[src/rtl/sha2_pkg.sv]
// Shared SHA-2 definitions for the compression core and its neighbours.
//   - sha2_state_e : core FSM encoding (IDLE / RUN / DONE)
//   - sha2_rounds  : rounds per block for a given word width (64 or 80)
//   - SIG*_R*_*    : rotate amounts of the big sigma functions per word width
//   - SHA256_IV / SHA512_IV : initial hash values, A in the MSBs
package sha2_pkg;

  typedef enum logic [1:0] {
    ST_IDLE = 2'd0,
    ST_RUN  = 2'd1,
    ST_DONE = 2'd2
  } sha2_state_e;

  function automatic int unsigned sha2_rounds(input int unsigned word);
    return (word == 64) ? 80 : 64;
  endfunction

  // Sigma0(a) / Sigma1(e) rotate amounts, SHA-256
  localparam int unsigned SIG0_R0_256 = 2;
  localparam int unsigned SIG0_R1_256 = 13;
  localparam int unsigned SIG0_R2_256 = 22;
  localparam int unsigned SIG1_R0_256 = 6;
  localparam int unsigned SIG1_R1_256 = 11;
  localparam int unsigned SIG1_R2_256 = 25;
  // Sigma0(a) / Sigma1(e) rotate amounts, SHA-512
  localparam int unsigned SIG0_R0_512 = 28;
  localparam int unsigned SIG0_R1_512 = 34;
  localparam int unsigned SIG0_R2_512 = 39;
  localparam int unsigned SIG1_R0_512 = 14;
  localparam int unsigned SIG1_R1_512 = 18;
  localparam int unsigned SIG1_R2_512 = 41;

  localparam logic [255:0] SHA256_IV = {
    32'h6a09e667, 32'hbb67ae85, 32'h3c6ef372, 32'ha54ff53a,
    32'h510e527f, 32'h9b05688c, 32'h1f83d9ab, 32'h5be0cd19
  };

  localparam logic [511:0] SHA512_IV = {
    64'h6a09e667f3bcc908, 64'hbb67ae8584caa73b, 64'h3c6ef372fe94f82b, 64'ha54ff53a5f1d36f1,
    64'h510e527fade682d1, 64'h9b05688c2b3e6c1f, 64'h1f83d9abfb41bd6b, 64'h5be0cd19137e2179
  };

endpackage

[src/rtl/sha2_round.sv]
// One purely combinational SHA-2 round.
// Ports:
//   st_i  [8*WORD] working state {A..H}, A in MSBs
//   w_i   [WORD]   schedule word for this round
//   k_i   [WORD]   round constant for this round
//   st_o  [8*WORD] working state after the round, same packing
module sha2_round
  import sha2_pkg::*;
#(
  parameter int unsigned WORD = 32
) (
  input  logic [8*WORD-1:0] st_i,
  input  logic [WORD-1:0]   w_i,
  input  logic [WORD-1:0]   k_i,
  output logic [8*WORD-1:0] st_o
);

  localparam int unsigned S0A = (WORD == 64) ? SIG0_R0_512 : SIG0_R0_256;
  localparam int unsigned S0B = (WORD == 64) ? SIG0_R1_512 : SIG0_R1_256;
  localparam int unsigned S0C = (WORD == 64) ? SIG0_R2_512 : SIG0_R2_256;
  localparam int unsigned S1A = (WORD == 64) ? SIG1_R0_512 : SIG1_R0_256;
  localparam int unsigned S1B = (WORD == 64) ? SIG1_R1_512 : SIG1_R1_256;
  localparam int unsigned S1C = (WORD == 64) ? SIG1_R2_512 : SIG1_R2_256;

  function automatic logic [WORD-1:0] rotr(input logic [WORD-1:0] x, input int unsigned n);
    return (x >> n) | (x << (WORD - n));
  endfunction

  logic [WORD-1:0] a, b, c, d, e, f, g, h;
  logic [WORD-1:0] sig0, sig1, ch, maj, t1, t2;

  assign a = st_i[8*WORD-1 -: WORD];
  assign b = st_i[7*WORD-1 -: WORD];
  assign c = st_i[6*WORD-1 -: WORD];
  assign d = st_i[5*WORD-1 -: WORD];
  assign e = st_i[4*WORD-1 -: WORD];
  assign f = st_i[3*WORD-1 -: WORD];
  assign g = st_i[2*WORD-1 -: WORD];
  assign h = st_i[WORD-1:0];

  assign sig0 = rotr(a, S0A) ^ rotr(a, S0B) ^ rotr(a, S0C);
  assign sig1 = rotr(e, S1A) ^ rotr(e, S1B) ^ rotr(e, S1C);
  assign ch   = (e & f) ^ (~e & g);
  assign maj  = (a & b) ^ (a & c) ^ (b & c);
  assign t1   = h + sig1 + ch + k_i + w_i;
  assign t2   = sig0 + maj;

  assign st_o = {t1 + t2, a, b, c, d + t1, e, f, g};

endmodule

[src/rtl/sha2_compression_core.sv]
// SHA-2 compression engine (SHA-256 for WORD=32, SHA-512 for WORD=64),
// UNROLL rounds per clock, owning its own round counter.
// Ports:
//   clk, reset           clock, synchronous active-high reset
//   in_valid/in_ready    chaining value h_in {A..H} offered / accepted (IDLE only)
//   wk_valid/wk_ready    W/K beat present / consumed (RUN only)
//   w_in, k_in           UNROLL lanes, lane 0 (LSBs) is round round_idx
//   round_idx            first round of the next beat, addresses K ROM / scheduler
//   busy                 state != IDLE
//   out_valid/out_ready  digest offered (DONE) / taken
//   digest               registered {A..H} + saved chaining value
//   dbg_state            current FSM state
// Handshakes: a transfer happens on a rising edge where valid and ready are
// both high; ready depends only on the FSM state, never on valid, and the
// core holds digest/out_valid stable until the transfer.
module sha2_compression_core
  import sha2_pkg::*;
#(
  parameter int unsigned WORD   = 32,
  parameter int unsigned UNROLL = 1
) (
  input  logic                   clk,
  input  logic                   reset,
  input  logic                   in_valid,
  output logic                   in_ready,
  input  logic [8*WORD-1:0]      h_in,
  input  logic                   wk_valid,
  output logic                   wk_ready,
  input  logic [UNROLL*WORD-1:0] w_in,
  input  logic [UNROLL*WORD-1:0] k_in,
  output logic [6:0]             round_idx,
  output logic                   busy,
  output logic                   out_valid,
  input  logic                   out_ready,
  output logic [8*WORD-1:0]      digest,
  output sha2_state_e            dbg_state
);

  localparam int unsigned ROUNDS   = sha2_rounds(WORD);
  localparam logic [6:0]  LAST_IDX = 7'(ROUNDS - UNROLL);
  localparam logic [6:0]  STEP     = 7'(UNROLL);

  sha2_state_e       state_q, state_d;
  logic [8*WORD-1:0] work_q, work_d;
  logic [8*WORD-1:0] chain_q, chain_d;
  logic [8*WORD-1:0] digest_q, digest_d;
  logic [6:0]        round_q, round_d;
  logic [8*WORD-1:0] fed_fwd;

  // stage[0] is the registered state, stage[UNROLL] the state after this beat
  logic [8*WORD-1:0] stage [UNROLL+1];
  assign stage[0] = work_q;

  for (genvar l = 0; l < UNROLL; l++) begin : g_round
    sha2_round #(.WORD(WORD)) u_round (
      .st_i (stage[l]),
      .w_i  (w_in[l*WORD +: WORD]),
      .k_i  (k_in[l*WORD +: WORD]),
      .st_o (stage[l+1])
    );
  end

  // Feed-forward add of the saved chaining value, word by word
  always_comb begin
    fed_fwd = '0;
    for (int i = 0; i < 8; i++) begin
      fed_fwd[i*WORD +: WORD] = stage[UNROLL][i*WORD +: WORD] + chain_q[i*WORD +: WORD];
    end
  end

  always_comb begin
    state_d   = state_q;
    work_d    = work_q;
    chain_d   = chain_q;
    digest_d  = digest_q;
    round_d   = round_q;
    in_ready  = 1'b0;
    wk_ready  = 1'b0;
    out_valid = 1'b0;
    case (state_q)
      ST_IDLE: begin
        in_ready = 1'b1;
        if (in_valid) begin
          work_d  = h_in;
          chain_d = h_in;
          round_d = '0;
          state_d = ST_RUN;
        end
      end
      ST_RUN: begin
        wk_ready = 1'b1;
        if (wk_valid) begin
          work_d = stage[UNROLL];
          if (round_q == LAST_IDX) begin
            digest_d = fed_fwd;
            round_d  = '0;
            state_d  = ST_DONE;
          end else begin
            round_d = round_q + STEP;
          end
        end
      end
      ST_DONE: begin
        out_valid = 1'b1;
        if (out_ready) state_d = ST_IDLE;
      end
      default: state_d = ST_IDLE;
    endcase
  end

  always_ff @(posedge clk) begin
    if (reset) begin
      state_q  <= ST_IDLE;
      work_q   <= '0;
      chain_q  <= '0;
      digest_q <= '0;
      round_q  <= '0;
    end else begin
      state_q  <= state_d;
      work_q   <= work_d;
      chain_q  <= chain_d;
      digest_q <= digest_d;
      round_q  <= round_d;
    end
  end

  assign busy      = (state_q != ST_IDLE);
  assign round_idx = round_q;
  assign digest    = digest_q;
  assign dbg_state = state_q;

endmodule
[config.mk]
export PLATFORM = sky130hd
export DESIGN_NAME = sha2_compression_core
export DESIGN_NICKNAME = d
export VERILOG_FILES = /design/src/rtl/sha2_pkg.sv /design/src/rtl/sha2_round.sv /design/src/rtl/sha2_compression_core.sv
export SDC_FILE = /design/constraint.sdc
export NUM_CORES = 2
export LEC_CHECK = 0
export ABC_AREA = 1
export CAP_MARGIN = 0
export CORE_MARGIN = 4
export CORE_UTILIZATION = 47
export DETAILED_ROUTE_END_ITERATION = 6
export GPL_ROUTABILITY_DRIVEN = 0
export PLACE_DENSITY = 0.69
export SYNTH_ARGS = -nofsm -noshare
export SYNTH_HDL_FRONTEND = slang
export SYNTH_SLANG_ARGS = --single-unit
[constraint.sdc]
create_clock -name clk -period 20.5 [get_ports clk]
set_input_delay 3.075 -clock clk [delete_from_list [all_inputs] [get_ports clk]]
set_output_delay 3.075 -clock clk [all_outputs]
set_load 0.1 [all_outputs]
==> impl_metrics.env <==
export IMPL_status="finished, violations left"
export IMPL_violations="DRC"
export IMPL_numCtsBuffers=88
export IMPL_root_buffer="clkbuf_16"
export IMPL_fin_crit_sh=0.505
export IMPL_min_path_cells=2
export IMPL_cp_buffers_inverters=6
export IMPL_reg2reg_from="work_q[35]$_SDFFE_PP0P_"
export IMPL_setup_tns_ns=0
export IMPL_worstHoldStart="round_idx[6]$_SDFFE_PP0P_"
export IMPL_rrSetupSlack_ns=12.10
export IMPL_post_cts_buffers=0
export IMPL_hold_path_class="reg -> reg"
export IMPL_netlist_area_sq_um=53400
export IMPL_grt_pass1_vias=50700
export IMPL_cpMostUsedCell="nand3_1"
export IMPL_io_buffers=593
export IMPL_cts_tree="built"
export IMPL_drc_errors=6
export IMPL_die_w_um=345
export IMPL_end_kind="flop"
export IMPL_setup_viol=0
export IMPL_clock_latency_ns=0.69
export IMPL_period_needed_ns=10.35
export IMPL_cts_resized=0
export IMPL_grt_setup_unrepaired="false"
export IMPL_crit_path_max_incr_delay_ns=0.67
export IMPL_ctsHoldBuffers=0
export IMPL_ys_seq_area_frac=0.291
export IMPL_hold_end="round_idx[6]$_SDFFE_PP0P_"
export IMPL_htreeDepth=3
export IMPL_clockBufferDepth=3
export IMPL_syn_to_final_growth_pct=18.0
export IMPL_synth_net_count=8537
export IMPL_crit_type="in -> reg"
export IMPL_ant_nets=0
export IMPL_dp_hpwl_mm=162
export IMPL_num_vias=55400
export IMPL_grt_usage=0.340
export IMPL_synth_seq_cells=777
export IMPL_max_freq_mhz=96.7
export IMPL_drt_initial_drc_count=6840
export IMPL_drv_slew=0
export IMPL_grt_max_degree=206
export IMPL_grt_first_pass_wirelength_mm=310
export IMPL_rows=123
export IMPL_wl_mm=212
export IMPL_start_kind="input pin"
export IMPL_syn_inst=7733
export IMPL_reg2reg_to="digest[252]$_SDFFE_PP0P_"
export IMPL_crit_family="adder cells"
export IMPL_max_cap_violations=0
export IMPL_initial_core_util=0.474
export IMPL_fp_dieH_um=345
export IMPL_reg2regPathDepth=36
export IMPL_avgSynthCellArea_sq_um=6.90
export IMPL_grt_ovfl_total=0
export IMPL_finalClockSkew_ns=0.0380
export IMPL_hold_violations=0
export IMPL_critPathArrivalTime_ns=10.91
export IMPL_firstDrtPassIters=6
export IMPL_io_pins=594
export IMPL_core_area_sq_um=113000
export IMPL_tightest_slew_ns=1.24
export IMPL_cts_sinks=777
export IMPL_synth_edf_count=0
export IMPL_clkTransAtPathRegs_ns=0.06
export IMPL_async_reset_ff_frac=0
export IMPL_worstPathMaxFanout=5
export IMPL_routed_via_density=5.73
export IMPL_fin_nets=8884
export IMPL_crit_slowest_cell="fa_1"
export IMPL_drt_wirelength_per_cell_um=21.9
export IMPL_synth_main_ff_cell="dfxtp_1"
export IMPL_ys_types=63
export IMPL_slew_headroom=0.163
export IMPL_ys_warnings_count=0
export IMPL_drive_gt1_frac=0.0366
export IMPL_dieArea_sq_um=119000
export IMPL_fill_cells=10900
export IMPL_antenna_found_initial=12
export IMPL_cp_required_ns=21.06
[worst reg2reg max path, delay by kind of cell, from the launching register on]
family                   cells  cell delay [ns]
AO/OA/AOI/OAI                9             2.34
XOR/XNOR                     2             0.44
adder cells (fa/ha/maj)      6             2.70
buffers and inverters        4             0.26
flip-flops                   1             0.55
AND/OR/NAND/NOR             15             2.00
[layout by cell type (no fill, tap or decap), types with 13 or more instances in the layout]
cell and instances:
xnor2_1 162, clkbuf_8 27, a211oi_1 23, ha_1 346
a21o_1 43, clkbuf_16 88, o221ai_1 13, buf_4 37
nand2_1 1236, nor4_1 17, a21oi_1 496, nand3_1 207
o211ai_1 63, nor2_1 1108, nand4_1 26, or2_2 25
dfxtp_1 777, a21oi_2 13, clkbuf_1 17, o21bai_1 72
inv_1 971, clkdlybuf4s50_1 592, xor2_1 195, nor3_1 57
o21a_1 13, o21ai_1 24, fa_1 133, o21ai_0 923
a31oi_1 269, o21ai_2 17, a221oi_1 16
[stage by stage]
step | utilization | instance area, sq um | hold WS, ns | setup slack [ns] | cells
2_1_floorplan | - | 53400 | 0.445 | 11.06 | 7733
3_3_place_gp | 0.533 | 60000 | 0.456 | 9.78 | 9490
3_5_place_dp | 0.533 | 60000 | 0.473 | 9.61 | 9490
4_1_cts | 0.559 | 63000 | 0.482 | 10.32 | 9651
5_1_grt | 0.559 | 63000 | 0.510 | 9.61 | 9654
6_report | 0.559 | 63000 | 0.485 | 10.15 | 9660
[area by class of cell]
cell class                      instances  area [sq um]  area share
Inverter                              978          3700      0.0588
Tap cell                             1500          1880      0.0298
Sequential cell                       777         15600       0.247
Timing Repair Buffer                  631          6230      0.0990
Multi-Input combinational cell       5604         32600       0.518
Clock buffer                          132          2640      0.0419
Antenna cell                            9          22.5    0.000358
Clock inverter                         29           312     0.00495
[per-layer routing]
| metal | share of wire | GRT usage | routed length, um |
|---|---|---|---|
| met1 | 0.40 | 0.449 | 84300 |
| met4 | 0.068 | 0.198 | 14300 |
| met2 | 0.43 | 0.513 | 90400 |
| met3 | 0.11 | 0.0740 | 22900 |
| met5 | 0.00018 | 0 | 38 |
[flip-flops by register name (all words and copies together) (netlist names)]
name	count
chain_q	256
digest	256
work_q	256
round_idx	7
dbg_state	2
[cell usage after synthesis (5+ instances only)]
library cell	count	area, sq um
a21boi_2	5	56.3
clkbuf_1	271	1020
a21oi_1	496	2480
a221oi_1	16	140
fa_1	133	2660
o21a_1	13	97.6
nand3_2	10	100
o21bai_1	72	541
o21ai_1	24	120
buf_1	23	86.3
a21o_1	43	323
nor2_1	1109	4160
inv_1	971	3640
a21oi_2	13	114
dfxtp_1	777	15600
o221ai_1	13	114
buf_2	76	380
nor3_1	57	285
a211oi_1	23	173
nand2_2	11	68.8
xnor2_1	162	1420
xor2_1	195	1710
o21ai_2	17	149
nor3b_1	6	45.0
o21ai_0	923	4620
and2_1	5	31.3
a21boi_1	7	52.6
inv_2	6	22.5
ha_1	346	4330
nand2_1	1236	4640
a31oi_1	269	1680
a21boi_0	11	82.6
nand4_1	26	163
o211ai_1	63	473
nand3_1	207	1040
or2_2	25	156
a31o_2	9	78.8
nor2_2	6	37.5
nor4_1	17	106
[kinds of logic (layout without fill, tap and decap cells)]
family                     count (synthesis)  in the layout  share of synthesized area
AOI/OAI and AO/OA                       2033           2033                      0.215
xor gates and xnor gates                 360            360                     0.0595
and+or+nand+nor                         2728           2728                      0.205
muxes                                      1              1                   0.000188
buffers and inverters                   1352           1770                     0.0973
other                                      0              9                          0
adders and majority gates                482            482                      0.132
DFF                                      777            777                      0.291
[worst max-delay path by stage]
stage          startpoint                       end  cells after the start
2_1_floorplan     w_in[5]  digest[254]$_SDFFE_PP0P_                     38
6_report          w_in[1]  digest[252]$_SDFFE_PP0P_                     38
4_1_cts           w_in[1]  digest[254]$_SDFFE_PP0P_                     38
3_5_place_dp      w_in[1]  digest[254]$_SDFFE_PP0P_                     38
3_3_place_gp      w_in[1]  digest[255]$_SDFFE_PP0P_                     37
5_1_grt           w_in[3]  digest[254]$_SDFFE_PP0P_                     38
Power is left out: the tool's default activity adds up to more than one toggle a clock period on the data nets, which glitch-free logic cannot reach.
